`config.mk`:
```
export PLATFORM = sky130hd
export DESIGN_NAME = id_ex_pipe_reg
export DESIGN_NICKNAME = d
export VERILOG_FILES = /design/src/rtl/id_ex_pipe_reg.sv
export SDC_FILE = /design/constraint.sdc
export NUM_CORES = 1
export LEC_CHECK = 0
export BUFFER_PORTS_ARGS = -buffer_cell sky130_fd_sc_hd__buf_4
export CORE_MARGIN = 4
export CORE_UTILIZATION = 45
export DETAILED_ROUTE_END_ITERATION = 12
export MAX_ROUTING_LAYER = met4
export PLACE_DENSITY = 0.84
export REMOVE_ABC_BUFFERS = 1
export SLEW_MARGIN = 5
export SYNTH_ARGS = -nofsm -noshare
export SYNTH_HDL_FRONTEND = slang
export SYNTH_SLANG_ARGS = --single-unit
```
`constraint.sdc`:
```
create_clock -name CLK -period 1.7 [get_ports CLK]
set_input_delay 0 -clock CLK [delete_from_list [all_inputs] [get_ports CLK]]
set_output_delay 0 -clock CLK [all_outputs]
set_load 0.03 [all_outputs]
```
`src/rtl/id_ex_pipe_reg.sv`:
```
// Decode-to-execute pipeline register for the OTTER pipelined core.
// Captures decoded operands/control each cycle, holds on stall, inserts a
// side-effect-free bubble on flush, and counts inserted bubbles for debug.
module id_ex_pipe_reg #(
   parameter int unsigned XLEN  = 32,
   parameter int unsigned CNT_W = 16
) (
   input  logic              CLK,
   input  logic              RST_N,
   input  logic              StallE,
   input  logic              FlushE,
   input  logic              ValidD,
   input  logic [XLEN-1:0]   PCD,
   input  logic [XLEN-1:0]   RD1D,
   input  logic [XLEN-1:0]   RD2D,
   input  logic [XLEN-1:0]   ImmD,
   input  logic [4:0]        Rs1D,
   input  logic [4:0]        Rs2D,
   input  logic [4:0]        RdD,
   input  logic [3:0]        ALUFunD,
   input  logic              ALUSrcD,
   input  logic              RegWriteD,
   input  logic              MemWriteD,
   input  logic              MemReadD,
   input  logic              JumpD,
   input  logic              BranchD,
   input  logic [1:0]        ResultSrcD,
   output logic [XLEN-1:0]   PCE,
   output logic [XLEN-1:0]   RD1E,
   output logic [XLEN-1:0]   RD2E,
   output logic [XLEN-1:0]   ImmE,
   output logic [4:0]        Rs1E,
   output logic [4:0]        Rs2E,
   output logic [4:0]        RdE,
   output logic [3:0]        ALUFunE,
   output logic              ALUSrcE,
   output logic              RegWriteE,
   output logic              MemWriteE,
   output logic              MemReadE,
   output logic              JumpE,
   output logic              BranchE,
   output logic [1:0]        ResultSrcE,
   output logic              ValidE,
   output logic [CNT_W-1:0]  BubbleCnt
);

   localparam int unsigned REG_AW = 5;
   localparam int unsigned FUN_W  = 4;
   localparam int unsigned RSRC_W = 2;

   typedef struct packed {
      logic [XLEN-1:0]   pc;
      logic [XLEN-1:0]   rd1;
      logic [XLEN-1:0]   rd2;
      logic [XLEN-1:0]   imm;
      logic [REG_AW-1:0] rs1;
      logic [REG_AW-1:0] rs2;
      logic [REG_AW-1:0] rd;
      logic [FUN_W-1:0]  alu_fun;
      logic              alu_src;
      logic              reg_write;
      logic              mem_write;
      logic              mem_read;
      logic              jump;
      logic              branch;
      logic [RSRC_W-1:0] result_src;
      logic              valid;
   } stage_t;

   stage_t           stage_q, stage_d;
   logic [CNT_W-1:0] bubble_cnt_q, bubble_cnt_d;

   // Next-stage selection: flush beats stall, stall holds, else capture.
   always_comb begin
      stage_d      = stage_q;
      bubble_cnt_d = bubble_cnt_q;
      if (FlushE) begin
         stage_d      = '0;
         bubble_cnt_d = bubble_cnt_q + CNT_W'(1);
      end else if (!StallE) begin
         stage_d.pc         = PCD;
         stage_d.rd1        = RD1D;
         stage_d.rd2        = RD2D;
         stage_d.imm        = ImmD;
         stage_d.rs1        = Rs1D;
         stage_d.rs2        = Rs2D;
         stage_d.rd         = RdD;
         stage_d.alu_fun    = ALUFunD;
         stage_d.alu_src    = ALUSrcD;
         stage_d.result_src = ResultSrcD;
         stage_d.valid      = ValidD;
         // An invalid slot must never write registers/memory or redirect fetch.
         stage_d.reg_write  = RegWriteD & ValidD;
         stage_d.mem_write  = MemWriteD & ValidD;
         stage_d.mem_read   = MemReadD  & ValidD;
         stage_d.jump       = JumpD     & ValidD;
         stage_d.branch     = BranchD   & ValidD;
      end
   end

   // Stage and bubble-counter registers.
   always_ff @(posedge CLK or negedge RST_N) begin
      if (!RST_N) begin
         stage_q      <= '0;
         bubble_cnt_q <= '0;
      end else begin
         stage_q      <= stage_d;
         bubble_cnt_q <= bubble_cnt_d;
      end
   end

   assign PCE        = stage_q.pc;
   assign RD1E       = stage_q.rd1;
   assign RD2E       = stage_q.rd2;
   assign ImmE       = stage_q.imm;
   assign Rs1E       = stage_q.rs1;
   assign Rs2E       = stage_q.rs2;
   assign RdE        = stage_q.rd;
   assign ALUFunE    = stage_q.alu_fun;
   assign ALUSrcE    = stage_q.alu_src;
   assign RegWriteE  = stage_q.reg_write;
   assign MemWriteE  = stage_q.mem_write;
   assign MemReadE   = stage_q.mem_read;
   assign JumpE      = stage_q.jump;
   assign BranchE    = stage_q.branch;
   assign ResultSrcE = stage_q.result_src;
   assign ValidE     = stage_q.valid;
   assign BubbleCnt  = bubble_cnt_q;

endmodule

```
==> key figures <==
Status
  – Result of the run: complete, no violations

Setup path
  – CP endpoint kind: flop
  – Depth of the worst register-to-register path: 3
  – Origin of the critical flop-to-flop path: BubbleCnt[5]
  – Peak fanout along the critical path: 19
  – WS Path Type: input port to flop
  – Data required time at the worst endpoint: between 2000 and 2500 ps
  – Register-to-register setup slack: roughly 180 ps
  – Reg-to-Reg End: BubbleCnt[13]
  – Nature of the critical path startpoint: input port
  – Arrival time worst endpoint: approximately 1900 ps

Placed design
  – Dpl hpwl: about 14000 um
  – Global placement routability congestion: about 0.85
  – Post-place instance area: ~0.0097 mm^2
  – Number of buffer cells added on primary ports: around 330
  – Post-Place Cells: roughly 1100

Finish
  – Most frequent standard cell in the layout excluding fill and tap cells: buf_4
  – Total area of multi-input combinational cells: about 0.0025 mm^2
  – Number of nets in the finished design: approximately 1200
  – Number of antenna cells inserted: 0
  – Filler cell count: 793
  – Area added between synthesis and finish: 72.20%
  – Share of layout cells above drive strength 1: approximately a third
  – Non-Filler Cell Area, Final: approximately 0.012 mm^2
  – Final std cells w/o fill: around 1300
  – Commonest non-fill, non-tap cells in the layout: buf_4 (339), dfrtp_1 (172), dlygate4sd3_1 (172)
  – Register area: 0.004304 mm^2

Routing
  – Detailed-router iteration count before antenna repair: 5
  – Total wire length: approximately 25000 um
  – Number of antenna-violating nets in the routed design: 0
  – Routed length per instance: 19.72 um
  – Vias after detailed routing: about 6400
  – Post-detailed-route via-to-cell ratio: between 5 and 6
  – DRC: 0
  – Initial drt markers: approximately 290

Floorplan
  – Initial core utilization: between 40% and 50%
  – Die Span X: roughly 130 um
  – Placeable core region: approximately 0.015 mm^2
  – Die area: about 0.017 mm^2
  – I/O pin total: roughly 330
  – Die Span Y: 132.2 um
  – Row Count: 45

Global route
  – Wire length of the first global-routing pass: between 30000 and 40000 um
  – Grt ovf: 0
  – Overall fraction of global-route tracks in use: roughly 30%
  – Number of global-route vias before repair: slightly above 7000
  – Antenna violations before repair: 0
  – Pin count of the biggest net entering global routing: 87

Hold path
  – Worst min-delay path category: input port to flop
  – Terminating pin of the worst hold path: PCE[5]
  – Hold path startpoint: StallE
  – Number of cells on the worst hold path: 3

Synthesis
  – Proportion of netlist area held by the largest area contributor: 61.98%
  – Mux cell area share after synthesis: 21.93%
  – Share of the synthesized area in compound gates (AO/OA/AOI/OAI): 0.3604%
  – Cells after synthesis: 571
  – Synth Warn #: 0
  – Mean post-synth cell area: ~12 um^2
  – Xor and xnor fraction of the mapped netlist area: 1.892%
  – Simple-gate share of the synthesized area: around 11%
  – Largest family of logic cells by synthesized area: multiplexers
  – Cell taking the most area after synthesis: dfrtp_1
  – Flip-flop and latch count after synthesis: roughly 170
  – Netlist Area Pre-Place: roughly 0.0069 mm^2
  – Post-synthesis sequential area ratio: around three fifths
  – Biggest area contributors in the synthesized netlist: dfrtp_1 (62%), mux2i_1 (22%), nor2_1 (8.2%)
  – Count of distinct cell types in the synthesized netlist: 22
  – Adder-cell share of the synthesized area: less than 1%

Pwr
  – Worst IR Drop VDD: 0.6676 mV
  – Leakage: roughly 6.4 nW
  – Power per cell area: between 900 and 1000 mW/mm^2

Clocking
  – Resized cells post-CTS: 0
  – Sink Count: between 150 and 200
  – Number of buffers inserted to repair setup after CTS: 0
  – Clock slew seen by the registers of the worst setup and hold paths: ~70 ps
  – TritonCTS clock tree: done
  – H-tree depth: 4
  – Clock Tree Root: clkbuf_16
  – CTS Hold Bufs: 172
  – Clk_lat worst skew: 410 ps
  – TritonCTS buffer count: 17
  – Maximum buffer depth of the clock tree: 2

STA
  – Relative slew slack: around 67%
  – Number of endpoints with negative hold slack in the final report: 0
  – Period utilization: around 90%
  – Number of endpoints failing setup at the final stage: 0
  – Final critical-path required period: 1528 ps
  – RSZ-0062 raised after global routing: false
  – Slew of the pin with the lowest slew margin: around 500 ps
  – Achievable Freq: approximately 0.65 GHz
  – Sum Neg Setup Slack: 0 ps
  – Count of pins over their slew limit: 0
  – Final setup skew: between 9 and 10 ps

Job
  – Max Cap Viol: 0
[critical path, stage by stage]
cell	delay [ps]
dlygate4sd3_1	530
buf_4	300
nand4_2	310
nor4_1	500
xor2_1	210
[layer usage]
layer  GRT usage, %  vias to the layer above  share of wire (%)
met2          53.02                      285                 54
met5              -                        -                  0
met4          9.873                        0                2.7
li1               -                     2911                  -
met1          32.16                     3170                 37
met3          5.992                       53                6.2
[metrics by stage]
stage                     power, mW  hold slack (ps)  worst slack [ps]  utilization, %
after floorplan               5.707           -295.6             187.0               -
after global placement        6.850           -18.21             329.8           64.02
after detailed placement      6.893           -15.95             281.3           64.02
after CTS                     10.86            74.95             240.4           78.95
after global routing          11.34            95.96             123.0           78.95
final                         10.95            99.01             171.6           78.95
[report_power, final]
group          switching [mW]  total [mW]  internal, mW  leakage [nW]
logic                    1.40        2.59          1.19          3.83
clock network            1.56        3.71          2.14         0.260
registers               0.264        4.65          4.38          2.28
[cells in the mapped netlist]
library cell  instances
nor3_1                3
ha_1                  1
buf_1                 2
nand4_2               1
nand3b_1              5
a21oi_1               5
inv_1                 3
nand3_1               2
mux2_2                1
nand4_1               6
buf_4                 1
buf_2                18
dfrtp_1             172
buf_6                 1
clkbuf_1             15
nor4_1                6
nand2_1              10
or3_1                 1
xnor2_1               5
nor2_1              152
xor2_1               10
mux2i_1             151
[worst max path at each step]
stage	start	end	slack (ps)	depth (start not counted)
after floorplan	BubbleCnt[0]	BubbleCnt[6]	190	4
after global placement	BubbleCnt[0]	BubbleCnt[6]	330	4
after detailed placement	BubbleCnt[0]	BubbleCnt[6]	280	4
after CTS	BubbleCnt[2]	BubbleCnt[15]	240	3
after global routing	BubbleCnt[1]	BubbleCnt[12]	120	4
final	FlushE	BubbleCnt[13]	170	5
[cell type report]
cell class	instances	share of cell area, %
Sequential cell	172	35.99
Inverter	3	0.09417
Multi-Input combinational cell	359	20.54
Timing Repair Buffer	519	36.89
Clock inverter	7	0.7952
Clock buffer	22	3.715
Tap cell	188	1.967
[logic make-up after synthesis]
kind of cell             after synthesis
buffers and inverters                 40
adder cells (fa/ha/maj)                1
AND/OR/NAND/NOR                      186
XOR/XNOR                              15
AO/OA/AOI/OAI                          5
multiplexers                         152
flip-flops                           172
[registers in the layout (all words and copies together) (netlist names), 2 cells and up]
name        count
ImmE           32
Rs1E            5
Rs2E            5
PCE            32
ResultSrcE      2
ALUFunE         4
RdE             5
BubbleCnt      16
RD2E           32
RD1E           32
Note: power is estimated with default switching activity, not from simulation.
